==> src/rtl/led_pkg.sv <==
// Shared types for the LED stream receiver: colour word and receive FSM states.
package led_pkg;
  localparam int unsigned COLOR_W = 24;
  typedef logic [COLOR_W-1:0] rgb_t;
  typedef enum logic {IDLE, RECV} rx_state_t;
endpackage

==> src/rtl/sync_edge_detect.sv <==
// Brings the asynchronous LED clock/data into the clk domain and strobes on
// qualified LED-clock rising edges.
module sync_edge_detect (
  input  logic clk,
  input  logic rst,
  input  logic clk_in,
  input  logic d_in,
  output logic edge_stb,
  output logic data_sync
);
  logic       clk_s1, clk_s2, clk_prev;
  logic       d_s1, d_s2;
  logic       armed;
  logic [1:0] fill;

  // Arming waits until the synchroniser holds a real post-reset sample, so a
  // line held high through reset cannot masquerade as a rising edge.
  always_ff @(posedge clk) begin
    if (rst) begin
      clk_s1   <= 1'b0;
      clk_s2   <= 1'b0;
      clk_prev <= 1'b0;
      d_s1     <= 1'b0;
      d_s2     <= 1'b0;
      armed    <= 1'b0;
      fill     <= '0;
    end else begin
      clk_s1   <= clk_in;
      clk_s2   <= clk_s1;
      clk_prev <= clk_s2;
      d_s1     <= d_in;
      d_s2     <= d_s1;
      if (fill != 2'd2) fill <= fill + 2'd1;
      if (fill == 2'd2 && !clk_s2) armed <= 1'b1;
    end
  end

  assign edge_stb  = armed && clk_s2 && !clk_prev;
  assign data_sync = d_s2;
endmodule

==> src/rtl/led_stream_receiver.sv <==
// Two-wire LED stream receiver: rebuilds 24-bit colours, stores one frame and
// reports frame length and framing errors after each idle gap.
module led_stream_receiver
  import led_pkg::*;
#(
  parameter int unsigned LEDS         = 50,
  parameter int unsigned FREQ         = 12_500_000,
  parameter int unsigned LATCH_CYCLES = FREQ / 2000
) (
  input  logic                       clk,
  input  logic                       rst,
  input  logic                       clkIn,
  input  logic                       dIn,
  output logic [COLOR_W-1:0]         pixel,
  output logic [$clog2(LEDS)-1:0]    pixelIdx,
  output logic                       pixel_v,
  output logic                       frameDone,
  output logic [$clog2(LEDS+1)-1:0]  frameLen,
  output logic                       partialErr,
  output logic                       overflowErr,
  output logic                       busy,
  input  logic [$clog2(LEDS)-1:0]    rdAddr,
  output logic [COLOR_W-1:0]         rdData
);
  localparam int unsigned IW = $clog2(LEDS);
  localparam int unsigned CW = $clog2(LEDS + 1);
  localparam int unsigned TW = $clog2(LATCH_CYCLES + 1);
  localparam logic [CW-1:0] LEDS_C   = CW'(LEDS);
  localparam logic [IW-1:0] LAST_IDX = IW'(LEDS - 1);
  localparam logic [TW-1:0] IDLE_MAX = TW'(LATCH_CYCLES - 1);

  rx_state_t     state, state_nxt;
  logic          edge_stb, data_sync;
  rgb_t          shreg, shifted;
  logic [4:0]    bit_cnt;
  logic [CW-1:0] led_cnt;
  logic [TW-1:0] idle_cnt;
  logic          overflow;
  logic          pix_done, room, frame_end;
  rgb_t          mem [LEDS];

  sync_edge_detect u_sync (
    .clk       (clk),
    .rst       (rst),
    .clk_in    (clkIn),
    .d_in      (dIn),
    .edge_stb  (edge_stb),
    .data_sync (data_sync)
  );

  // An edge on the terminal idle count keeps the frame alive.
  assign shifted   = {shreg[COLOR_W-2:0], data_sync};
  assign pix_done  = edge_stb && (bit_cnt == 5'd23);
  assign room      = (led_cnt < LEDS_C);
  assign frame_end = (state == RECV) && !edge_stb && (idle_cnt == IDLE_MAX);
  assign busy      = (state == RECV);

  always_ff @(posedge clk) begin
    if (rst) state <= IDLE;
    else     state <= state_nxt;
  end

  always_comb begin
    state_nxt = state;
    case (state)
      IDLE:    if (edge_stb) state_nxt = RECV;
      RECV:    if (frame_end) state_nxt = IDLE;
      default: state_nxt = IDLE;
    endcase
  end

  always_ff @(posedge clk) begin
    if (rst) begin
      shreg       <= '0;
      bit_cnt     <= '0;
      led_cnt     <= '0;
      idle_cnt    <= '0;
      overflow    <= 1'b0;
      pixel       <= '0;
      pixelIdx    <= '0;
      pixel_v     <= 1'b0;
      frameDone   <= 1'b0;
      frameLen    <= '0;
      partialErr  <= 1'b0;
      overflowErr <= 1'b0;
    end else begin
      pixel_v   <= 1'b0;
      frameDone <= 1'b0;
      if (edge_stb) begin
        shreg    <= shifted;
        idle_cnt <= '0;
        if (pix_done) begin
          bit_cnt  <= '0;
          pixel    <= shifted;
          pixelIdx <= room ? IW'(led_cnt) : LAST_IDX;
          pixel_v  <= 1'b1;
          if (room) led_cnt  <= led_cnt + 1'b1;
          else      overflow <= 1'b1;
        end else begin
          bit_cnt <= bit_cnt + 5'd1;
        end
      end else if (frame_end) begin
        frameDone   <= 1'b1;
        frameLen    <= led_cnt;
        partialErr  <= (bit_cnt != '0);
        overflowErr <= overflow;
        bit_cnt     <= '0;
        led_cnt     <= '0;
        idle_cnt    <= '0;
        overflow    <= 1'b0;
      end else if (state == RECV) begin
        idle_cnt <= idle_cnt + 1'b1;
      end
    end
  end

  always_ff @(posedge clk) begin
    if (pix_done && room) mem[IW'(led_cnt)] <= shifted;
  end

  always_ff @(posedge clk) begin
    if (rst)                      rdData <= '0;
    else if (32'(rdAddr) < LEDS)  rdData <= mem[rdAddr];
    else                          rdData <= '0;
  end
endmodule

==> config.mk <==
export PLATFORM = sky130hd
export DESIGN_NAME = led_stream_receiver
export DESIGN_NICKNAME = d
export VERILOG_FILES = /design/src/rtl/led_pkg.sv /design/src/rtl/sync_edge_detect.sv /design/src/rtl/led_stream_receiver.sv
export SDC_FILE = /design/constraint.sdc
export NUM_CORES = 1
export LEC_CHECK = 0
export BUFFER_PORTS_ARGS = -buffer_cell sky130_fd_sc_hd__buf_2
export CAP_MARGIN = 20
export CORE_ASPECT_RATIO = 0.75
export CORE_MARGIN = 3
export CORE_UTILIZATION = 60
export CTS_BUF_LIST = sky130_fd_sc_hd__clkbuf_16
export DETAILED_ROUTE_END_ITERATION = 10
export PLACE_DENSITY = 0.82
export SETUP_SLACK_MARGIN = 0.15
export SYNTH_ARGS = -nofsm -noshare
export SYNTH_HDL_FRONTEND = slang
export SYNTH_SLANG_ARGS = --single-unit
export TNS_END_PERCENT = 1
==> constraint.sdc <==
create_clock -name clk -period 7.84 [get_ports clk]
set_input_delay 2.352 -clock clk [delete_from_list [all_inputs] [get_ports clk]]
set_output_delay 2.352 -clock clk [all_outputs]
set_load 0.005 [all_outputs]
-- After elaboration in Yosys (flattened, before gate mapping)
Memories as Yosys holds them, arrays and structs flattened. A register that Yosys moved wholly into a read port is not among the register bits.
Index checks and enable logic that the tools add are counted.
- add/sub/neg operators: 4
- magnitude comparators: 2
- equal/unequal tests: 7
- muxes and demuxes: 19
- bitwise operators: 3
- reductions and logical operators: 20
- operators with widths (cell ; number):
    $mux W6 ; 5
    $mux W5 ; 3
    $add A13 B1 Y13 const B ; 1
    $eq A13 B13 Y1 const B ; 1
    $lt A6 B6 Y1 const B ; 2
    $mux W1 ; 10
    $logic_and A1 B1 Y1 ; 7
    $add A6 B1 Y6 const B ; 1
    $reduce_and A3 Y1 ; 2
    $reduce_or A2 Y1 ; 3
    $add A5 B1 Y5 const B ; 1
    $eq A5 B5 Y1 const B ; 1
    $reduce_bool A5 Y1 ; 1
    $ne A2 B1 Y1 const B ; 2
    $ne A2 B2 Y1 const B ; 2
    $reduce_and A2 Y1 ; 2
    $logic_not A1 Y1 ; 3
    $not A1 Y1 ; 3
    $reduce_or A3 Y1 ; 1
    $add A2 B1 Y2 const B ; 1
    $eq A2 B2 Y1 const B ; 1
    $pmux W1 S2 ; 1
    $reduce_bool A2 Y1 ; 1
- bits in registers: 97
- memory bits (writable): 1200
- bits of input ports: 10
- output and inout port bits: 65
- word-level logic and storage cells: 76
- memories: 1
- memory list (name ; depth ; bits a word ; read ports ; clocked after Yosys merged registers in ; wr ports ; RTL line ; RTL):
    mem ; 50 ; 24 ; 1 ; 1 ; 1 ; led_stream_receiver.sv:40 ; rgb_t mem [LEDS];

-- Longest topological paths before layout
- depth after elaboration: 7
- depth in mapped cells: 9
- gate-level depth less buffers: 6

-- Hierarchy
From an unflattened synthesis, not the netlist that was laid out.
- cells, all modules: 2573
- area total of the unflattened synthesis: 50679.9 sq um
- modules (own cells, without submodules) (module ; times used ; cells each ; area an instance (sq um) ; sequential area each (sq um)):
    led_stream_receiver ; 1 ; 2548 ; 50418.4 ; 38296.7
    sync_edge_detect ; 1 ; 25 ; 261.5 ; 160.2

-- Least setup slack after synthesis
Ideal clock, no wire load.
- kind: in2reg
- start point: input rdAddr[0]
- end point: register rdData[13], read port of mem
- setup time: 135 ps
- data arrival time: 3859 ps
- required time: 7705 ps
- setup slack: 3846 ps
- stages on the path: 6
- buffers on the path: 3
- cells stage by stage: buf_6 buf_6 buf_4 mux4_2 a2111oi_0 nor4_1
- word-level cells in the longest chain between the ends: 3
- RTL lines (item ; RTL line ; RTL):
    start, declared ; led_stream_receiver.sv:22 ; input logic [$clog2(LEDS)-1:0] rdAddr,
    $lt A6 B6 Y1 ; led_stream_receiver.sv:123 ; else if (32'(rdAddr) < LEDS) rdData <= mem[rdAddr];
    $not A1 Y1 (no source line) ; - ;
    $reduce_or A2 Y1 (no source line) ; - ;
    end, declared ; led_stream_receiver.sv:23 ; output logic [COLOR_W-1:0] rdData
Parallel ways exist; a longest one is shown, timed or not.
A chain may end at the register's enable or synchronous reset.

-- Worst setup path after layout
- start point: input rdAddr[2]
- end point: register rdData[4], read port of mem
The elaborated chain is that of the path after synthesis.

==> results.md <==
- Status: finished clean
- Vias per cell: 6.87
- Worst-Margin Slew: 1170 ps
- Largest fanout on the critical path: 67
- Logic pwr share: 3.5%
- Port buffer count: 74
- Slew Viols, Final: 0
- Top-area cell type share of the netlist area: 71.6%
- Yosys cell types: 66
- Row count: 91
- Synth area leader: edfxtp_1
- Setup Crit Path Kind: input port to flip-flop
- DR DRC count: 0
- Setup crit start kind: input port
- Cts bufs inserted: 112
- Crit path from: rdAddr[2]
- Area grow syn2layout: 10.6%
- Fillers: 4962
- Primary FF master, synth: edfxtp_1
- Share of layout cells above drive strength 1: 23.1%
- Die height: 257 µm
- Die footprint: 87500 µm²
- Post-route clock period utilization: 63.4%
- Clock Power Share: 40.0%
- Number of synthesized flops with an enable pin: 1200
- Vias in the first global route: 26900
- CTS H-tree depth: 3
- Flop and latch count out of synthesis: 1321
- Skew final: 26.7 ps
- Cell count after synthesis: 2571
- Number of diodes: 0
- DRT antenna net count: 0
- Setup crit end kind: flip-flop
- Core Region: 82700 µm²
- Commonest cells in the netlist: edfxtp_1, mux4_2, mux2i_1
- Syn_nets: 2587
- Unrepaired setup endpoints after global routing: no
- Hold Fails Final Rpt: 0
- Num ports: 75
- Post-CTS Setup Inserts: 0
- Area contributors post-synth: edfxtp_1, mux4_2, dfxtp_1
- Max VDD drop: 0.193 mV
- CTS resizes: 0
- Post-Syn Area per Cell: 19.6 µm²
- Total number of vias: 26800
- Clock sink count: 1321
- Grt ovf: 0
- Ys async rst share: 0%
- Min Tclk post-route: 4970 ps
- Reg2reg start: led_cnt[3]
- Yosys warning count: 0
- Nets: 2706
- Fmax: 201 MHz
- Switching share of power: 20.7%
- Total wire length: 124000 µm
- Arrival time worst endpoint: 5500 ps
- Count leader, synth: edfxtp_1
- Hold Crit Class: flip-flop to flip-flop
- Routed length per instance: 31.7 µm
- Initial antenna violation count: 4
- Endpoints failing setup: 0
- Clk buf depth: 3
- CTS root buffer: clkbuf_16
- Fin Setup TNS: 0 ps
- Post-synthesis sequential area ratio: 76.4%
- Initial Util: 60.9%
- Overall Power: 13.5 mW
- Post-route cell area: 55700 µm²
- Total GRT Usage: 28.5%
- Leak: 18.2 nW
- Cell Area, Synth: 50300 µm²
- Dpl cell area: 51900 µm²
- DR pass1 iterations: 6
- Worst-path clk slew: 70 ps
- Cts hold-fix bufs: 0
- Max-Cap Viols: 0
- CTS tree: built
- Cell Pwr Density: 242 nW/µm²
- Die width: 340 µm
- Worst hold start: u_sync.d_s1
- DP HPWL: 69400 µm
- Relative slew slack: 21.7%
- Largest net degree at the start of global routing: 116
- Worst path required time: 8370 ps
- Seq pwr share: 56.5%
- Global-route wire length before repair: 182000 µm
- P_sw: 2.79 mW
- GP Congestion: 0.881
- Hold_ws: 443 ps
- Worst skew pair latency: 690 ps
- Int Power: 10.7 mW
- Iter 0 DRT Violations: 4300
## placed cells by master, fill, tap and decap left out, types with 31 or more instances in the layout
master     count
nand2_1      118
mux4_2       222
buf_4         73
mux2i_1      132
nor2_1        51
buf_2         70
a21oi_1       88
inv_1         35
a22o_1        41
dfxtp_1       98
clkbuf_16    115
nor2_2        52
a211oi_1      31
o22ai_1       38
edfxtp_1    1200
## final cells by class
cell class / count / area (µm²) / area share, %
Tap cell: 1116 / 1400 / 2.51
Timing Repair Buffer: 164 / 1230 / 2.21
Sequential cell: 1321 / 38500 / 69.1
Multi-Input combinational cell: 1081 / 11000 / 19.7
Clock buffer: 115 / 2880 / 5.17
Clock inverter: 98 / 671 / 1.20
Inverter: 10 / 37.5 / 0.0674
## registers in the layout, indices dropped and copies added, names as in the netlist, 6 cells and up
name,flops
pixel,24
mem,1200
led_cnt,6
frameLen,6
idle_cnt,13
shreg,23
pixelIdx,6
rdData,24
## worst max-delay path, cell delays in order
cell and delay, ps:
buf_6 530, buf_4 860, nor2_1 540, buf_4 350, a2111oi_0 570, nor4_1 190
## metal layers
metal / vias up / share of wire, % / GRT usage, %
li1: 10800 / - / -
met1: 13700 / 36 / 41.6
met2: 2084 / 46 / 43.0
met3: 289 / 14 / 7.06
met4: 4 / 3.4 / 9.33
met5: - / 0.020 / 0
## power by group through the flow
stage                     registers, mW  logic, mW  clock network [mW]
after floorplan                    7.75      0.340                   0
final                              7.61      0.467                5.39
after detailed placement           7.76      0.455                   0
after global placement             7.76      0.443                   0
after global routing               7.61      0.491                5.69
after CTS                          7.61      0.462                5.42
## path summary, 6_finish.rpt
path / to / slack [ps] / depth (start not counted)
worst min register to register: u_sync.data_sync / 440 / 1
worst max register to register: mem[3][0] / 4610 / 5
worst min-delay path: u_sync.data_sync / 440 / 1
worst max-delay path: rdData[4] / 2870 / 6
## stage by stage
step           worst slack, ps  utilization (%)  cells
6_report                  2870             67.4   3905
5_1_grt                   2840             67.4   3905
4_1_cts                   2940             67.1   3891
3_5_place_dp              2210             62.8   3678
3_3_place_gp              2290             62.8   3676
2_1_floorplan             3850                -   2571
## cells by family after synthesis
logic type | count (synthesis) | share of synthesized area, %
xor+xnor | 12 | 0.209
simple gates | 377 | 3.69
compound gates | 313 | 4.36
buf+inv | 169 | 2.09
mux | 373 | 13.1
fa+ha+maj | 6 | 0.149
flops | 1321 | 76.4
Power figures use the tool's default switching activity.
